### src/rtl/seq_detect_sched.sv
// Round-robin time-shared serial pattern detector for NCH independent bit streams.
// Each stream keeps its own history and fill count; one compare per cycle.
module seq_detect_sched #(
    parameter int                 NCH     = 4,
    parameter int                 PAT_LEN = 3,
    parameter logic [PAT_LEN-1:0] PATTERN = 3'b110,
    parameter int                 CNT_W   = 16
) (
    input  logic                   clk,
    input  logic                   rst_n,
    input  logic                   clr,
    input  logic [NCH-1:0]         in_valid,
    input  logic [NCH-1:0]         in_bit,
    output logic [NCH-1:0]         in_ready,
    output logic                   match,
    output logic [$clog2(NCH)-1:0] match_ch,
    output logic [CNT_W-1:0]       match_cnt
);

    localparam int CH_W   = $clog2(NCH);
    localparam int FILL_W = $clog2(PAT_LEN + 1);
    localparam int HIST_W = PAT_LEN - 1;

    // Only the newest PAT_LEN-1 bits can ever take part in a future compare.
    logic [HIST_W-1:0] r_hist [NCH];
    logic [FILL_W-1:0] r_fill [NCH];
    logic [CH_W-1:0]   r_ptr;
    logic              r_match;
    logic [CH_W-1:0]   r_match_ch;
    logic [CNT_W-1:0]  r_cnt;

    logic              w_any;
    logic [CH_W-1:0]   w_gnt;
    logic [CH_W-1:0]   w_ptr_nxt;
    logic              w_xfer;
    logic              w_hit;
    logic [FILL_W-1:0] w_fill_g;
    logic [PAT_LEN-1:0] w_shift;

    // Lowest offset from the pointer wins, so iterate downwards.
    always_comb begin
        w_gnt = '0;
        w_any = 1'b0;
        for (int k = NCH - 1; k >= 0; k--) begin
            if (in_valid[(int'(r_ptr) + k) % NCH]) begin
                w_gnt = CH_W'((int'(r_ptr) + k) % NCH);
                w_any = 1'b1;
            end
        end
    end

    assign w_ptr_nxt = (w_gnt == CH_W'(NCH - 1)) ? '0 : w_gnt + 1'b1;
    assign w_xfer    = w_any & ~clr;
    assign in_ready  = (w_xfer & rst_n)
                     ? ({{(NCH-1){1'b0}}, 1'b1} << w_gnt)
                     : '0;

    assign w_fill_g = r_fill[w_gnt];
    assign w_shift  = {r_hist[w_gnt], in_bit[w_gnt]};
    assign w_hit    = w_xfer
                   && (w_fill_g >= FILL_W'(PAT_LEN - 1))
                   && (w_shift == PATTERN);

    always_ff @(posedge clk or negedge rst_n) begin
        if (!rst_n) begin
            r_ptr      <= '0;
            r_match    <= 1'b0;
            r_match_ch <= '0;
            r_cnt      <= '0;
            for (int i = 0; i < NCH; i++) begin
                r_hist[i] <= '0;
                r_fill[i] <= '0;
            end
        end else if (clr) begin
            r_ptr   <= '0;
            r_match <= 1'b0;
            r_cnt   <= '0;
            for (int i = 0; i < NCH; i++) begin
                r_hist[i] <= '0;
                r_fill[i] <= '0;
            end
        end else begin
            r_match <= w_hit;
            if (w_hit) begin
                r_match_ch <= w_gnt;
                if (!(&r_cnt)) begin
                    r_cnt <= r_cnt + 1'b1;
                end
            end
            if (w_xfer) begin
                r_ptr         <= w_ptr_nxt;
                r_hist[w_gnt] <= w_shift[HIST_W-1:0];
                if (w_fill_g != FILL_W'(PAT_LEN)) begin
                    r_fill[w_gnt] <= w_fill_g + 1'b1;
                end
            end
        end
    end

    assign match     = r_match;
    assign match_ch  = r_match_ch;
    assign match_cnt = r_cnt;

endmodule
### config.mk
export PLATFORM = sky130hd
export DESIGN_NAME = seq_detect_sched
export DESIGN_NICKNAME = d
export VERILOG_FILES = /design/src/rtl/seq_detect_sched.sv
export SDC_FILE = /design/constraint.sdc
export NUM_CORES = 1
export LEC_CHECK = 0
export ABC_CLOCK_PERIOD_IN_PS = 5400
export BUFFER_PORTS_ARGS = -buffer_cell sky130_fd_sc_hd__buf_4
export CORE_MARGIN = 5
export CORE_UTILIZATION = 45
export DETAILED_ROUTE_END_ITERATION = 10
export PLACE_DENSITY = 0.74
export RECOVER_POWER = 25
export SKIP_CTS_REPAIR_TIMING = 1
export SLEW_MARGIN = 40
export SYNTH_ARGS = -nofsm -noshare
export SYNTH_HDL_FRONTEND = slang
export SYNTH_SLANG_ARGS = --single-unit
### constraint.sdc
create_clock -name clk -period 5.4 [get_ports clk]
set_input_delay 1.08 -clock clk [delete_from_list [all_inputs] [get_ports clk]]
set_output_delay 1.08 -clock clk [all_outputs]
set_load 0.01 [all_outputs]
==> flow_summary.json <==
{
  "ff2ff_setup_slack_ps": 1500,
  "async_flop_share_pct": 100,
  "yosys_warnings": 0,
  "clkSlewWorstSetupHoldPaths_ps": 80,
  "synth-simple-area-share_pct": 26.3,
  "holdPathStages": 2,
  "cts_made_buffers": 5,
  "synth.distinct_cells": 42,
  "via_per_inst": 5.83,
  "synth-edff-count": 0,
  "required_ps": 5640,
  "drc": 0,
  "dr.pass1.iters": 4,
  "root_buffer": "clkbuf_8",
  "drive_gt1_share_pct": 18.5,
  "synthMuxAreaShare_pct": 3.87,
  "antenna_found_initial": 0,
  "rows": 25,
  "port_buffers": 33,
  "fin_setup_tns_ps": 0,
  "final.min_clock_period_ps": 4240,
  "wirelength_mm": 5.34,
  "dieArea_um2": 6380,
  "whs_endpoint": "match_ch[1]",
  "slew_headroom_pct": -40.4,
  "peakVddDrop_uv": 129,
  "gp_congestion": 0.866,
  "drv_slew": 42,
  "synth-xor-area-share_pct": 0,
  "r2r_cells": 14,
  "status": "complete, but fails checks",
  "worstSetupPathType": "input pin to flop",
  "stdcell_count": 348,
  "synth_fa_ha_area_share_pct": 3.99,
  "nNetsFinal": 299,
  "crit_path_start_kind": "input pin",
  "rr_startpoint": "r_ptr[1]",
  "power.total_uw": 716,
  "areaGrowthSynthToFinish_pct": 18.1,
  "synth.avg_cell_area_um2": 8.75,
  "worstHoldPathType": "flop to flop",
  "crit_arrival_ps": 4480,
  "start_util_pct": 46.5,
  "violations": "capacitance limit, slew limit",
  "mappedNetlistArea_um2": 2200,
  "hold_violations": 0,
  "ys_seq_elements": 37,
  "die-height_um": 79.9,
  "hold_start": "match_ch[1]",
  "grt_max_degree": 42,
  "yosys_most_used_dff": "dfrtp_1",
  "path_max_fanout": 22,
  "worstMarginPinSlew_ps": 2110,
  "drt_iter0_drc": 181,
  "overflow": 0,
  "vias": 2029,
  "report.final.setup_viol": 0,
  "wl_per_cell_um": 15.3,
  "worstReg2RegEnd": "match_cnt[10]",
  "fmax_ghz": 0.236,
  "io_pins": 34,
  "cts_tree": "yes",
  "ys_seq_area_share_pct": 42.2,
  "synth-compound-area-share_pct": 19.7,
  "cap_violations": 1,
  "hpwl_mm": 3.75,
  "clockBufferDepth": 2,
  "fillCellCount": 443,
  "fin_hold_ws_ps": 504,
  "insertion_delay_ps": 300,
  "skew_ps": 12.1,
  "cts_sinks": 37,
  "fin_util_pct": 54.9,
  "finalCritPeriodShare_pct": 78.6,
  "ant_nets": 0,
  "diodes": 0,
  "cp-end-kind": "flop",
  "cellPowerDensity_nw_per_um2": 276,
  "htreeDepth": 2,
  "syn_nets": 269,
  "grt_pass1_wl_mm": 9.20,
  "rsz0062_at_grt": "no",
  "dpl.cell_count": 341,
  "netlist_instances": 251,
  "synth_top_family_by_area": "simple AND/OR/NAND/NOR gates",
  "p_leak_uw": 0.00113,
  "grt_usage_pct": 18.4,
  "grt_pass1_vias": 1893,
  "coreArea_um2": 4720,
  "die_x_um": 79.9
}
layer usage:
| metal | GRT usage (%) | vias to the layer above | wire length, um |
|---|---|---|---|
| met5 | 0 | - | 0 |
| met3 | 4.29 | 9 | 324 |
| li1 | - | 983 | - |
| met1 | 26.0 | 972 | 2480 |
| met4 | 9.29 | 0 | 99 |
| met2 | 25.9 | 65 | 2430 |
final cells by class:
cell class | count | area [um^2] | area share, %
multi-input cells | 194 | 1190 | 45.9
flip-flops and latches | 37 | 926 | 35.7
repair buffers | 35 | 259 | 9.99
well taps | 67 | 83.8 | 3.23
clock buffers | 5 | 68.8 | 2.65
clock inverters | 2 | 35.0 | 1.35
inverters | 8 | 30.0 | 1.16
synth_stat cells (all sizes together) (2+ instances only):
library cell	instances	area, um^2
dfrtp	37	926
nand2	37	139
a21oi	28	144
nor2	17	66.3
nand3	16	80.1
o21ai	9	45.0
inv	8	30.0
and3	7	43.8
clkbuf	7	26.3
ha	7	87.6
nor3	7	46.3
nor4	7	50.1
or3	6	37.5
buf	5	31.3
nand4	5	31.3
or4	5	37.5
a311oi	4	35.0
mux2	4	45.0
mux2i	4	40.0
o21a	4	30.0
a2111o	3	33.8
o211ai	3	22.5
o311ai	3	26.3
o31a	3	26.3
a211oi	2	15.0
nand2b	2	12.5
nand3b	2	15.0
nor2b	2	12.5
how the worst max path moves through the flow:
| stage | from | slack [ps] | cells after the start | endpoint |
|---|---|---|---|---|
| 2_1_floorplan | in_valid[2] | 1480 | 17 | match_cnt[11] |
| 6_report | in_valid[2] | 1160 | 16 | match_cnt[13] |
| 3_5_place_dp | in_valid[2] | 860 | 15 | match_cnt[5] |
| 3_3_place_gp | in_valid[2] | 930 | 15 | match_cnt[5] |
| 5_1_grt | rst_n | 860 | 3 | in_ready[1] |
| 4_1_cts | in_valid[2] | 1180 | 15 | match_cnt[5] |
metrics by stage:
| stage | worst slack [ps] | cell area (um^2) |
|---|---|---|
| 2_1_floorplan | 1480 | 2200 |
| 3_3_place_gp | 934 | 2480 |
| 3_5_place_dp | 863 | 2480 |
| 4_1_cts | 1180 | 2590 |
| 5_1_grt | 857 | 2590 |
| 6_report | 1160 | 2590 |
report_power, final:
group	switching (uW)	internal, uW	leakage (uW)	total (uW)
logic	107	62.3	0.000567	170
clock network	100	134	0.0000540	234
registers	15.4	297	0.000510	312
total	223	494	0.00113	716
flip-flops by register name, indices dropped and copies added, names as in the netlist:
register,cells
r_hist,8
match_cnt,16
r_fill,8
match_ch,2
r_ptr,2
match,1
placed cells by master (no fill, tap or decap), types with 2 or more instances in the layout:
| master | synthesis | routed |
|---|---|---|
| a2111o_1 | 3 | 3 |
| a211oi_1 | 2 | 2 |
| a21oi_1 | 27 | 27 |
| a311oi_1 | 4 | 4 |
| and3_1 | 7 | 7 |
| buf_4 | 0 | 34 |
| clkbuf_8 | 0 | 5 |
| dfrtp_1 | 37 | 37 |
| ha_1 | 7 | 7 |
| inv_1 | 7 | 7 |
| mux2_2 | 3 | 3 |
| mux2i_1 | 4 | 4 |
| nand2_1 | 37 | 37 |
| nand2b_1 | 2 | 2 |
| nand3_1 | 16 | 16 |
| nand3b_1 | 2 | 2 |
| nand4_1 | 5 | 5 |
| nor2_1 | 16 | 15 |
| nor2_2 | 1 | 2 |
| nor2b_1 | 2 | 2 |
| nor3_1 | 6 | 6 |
| nor4_1 | 6 | 5 |
| nor4_2 | 1 | 2 |
| o211ai_1 | 3 | 3 |
| o21a_1 | 4 | 4 |
| o21ai_0 | 9 | 9 |
| o311ai_0 | 3 | 3 |
| o31a_1 | 3 | 3 |
| or3_1 | 6 | 6 |
| or4_1 | 5 | 5 |
worst max-delay path, cell delays in order:
cell and delay, ps:
buf_4 130, mux2i_1 170, nor2_2 110, nor3_4 430
inv_2 220, nand2_1 110, and3_1 160, a31oi_1 100
inv_1 120, ha_1 170, a2111o_1 100, o211ai_1 80
a2111o_1 630, buf_4 280, or4_1 500, nand2_1 80
logic make-up (layout without fill, tap and decap cells):
group,Yosys count,in the layout
buffers and inverters,20,50
adder cells (fa/ha/maj),7,7
multiplexers,8,8
AND/OR/NAND/NOR,114,114
flip-flops,37,37
AO/OA/AOI/OAI,65,65
(Power assumes the default switching activity.)
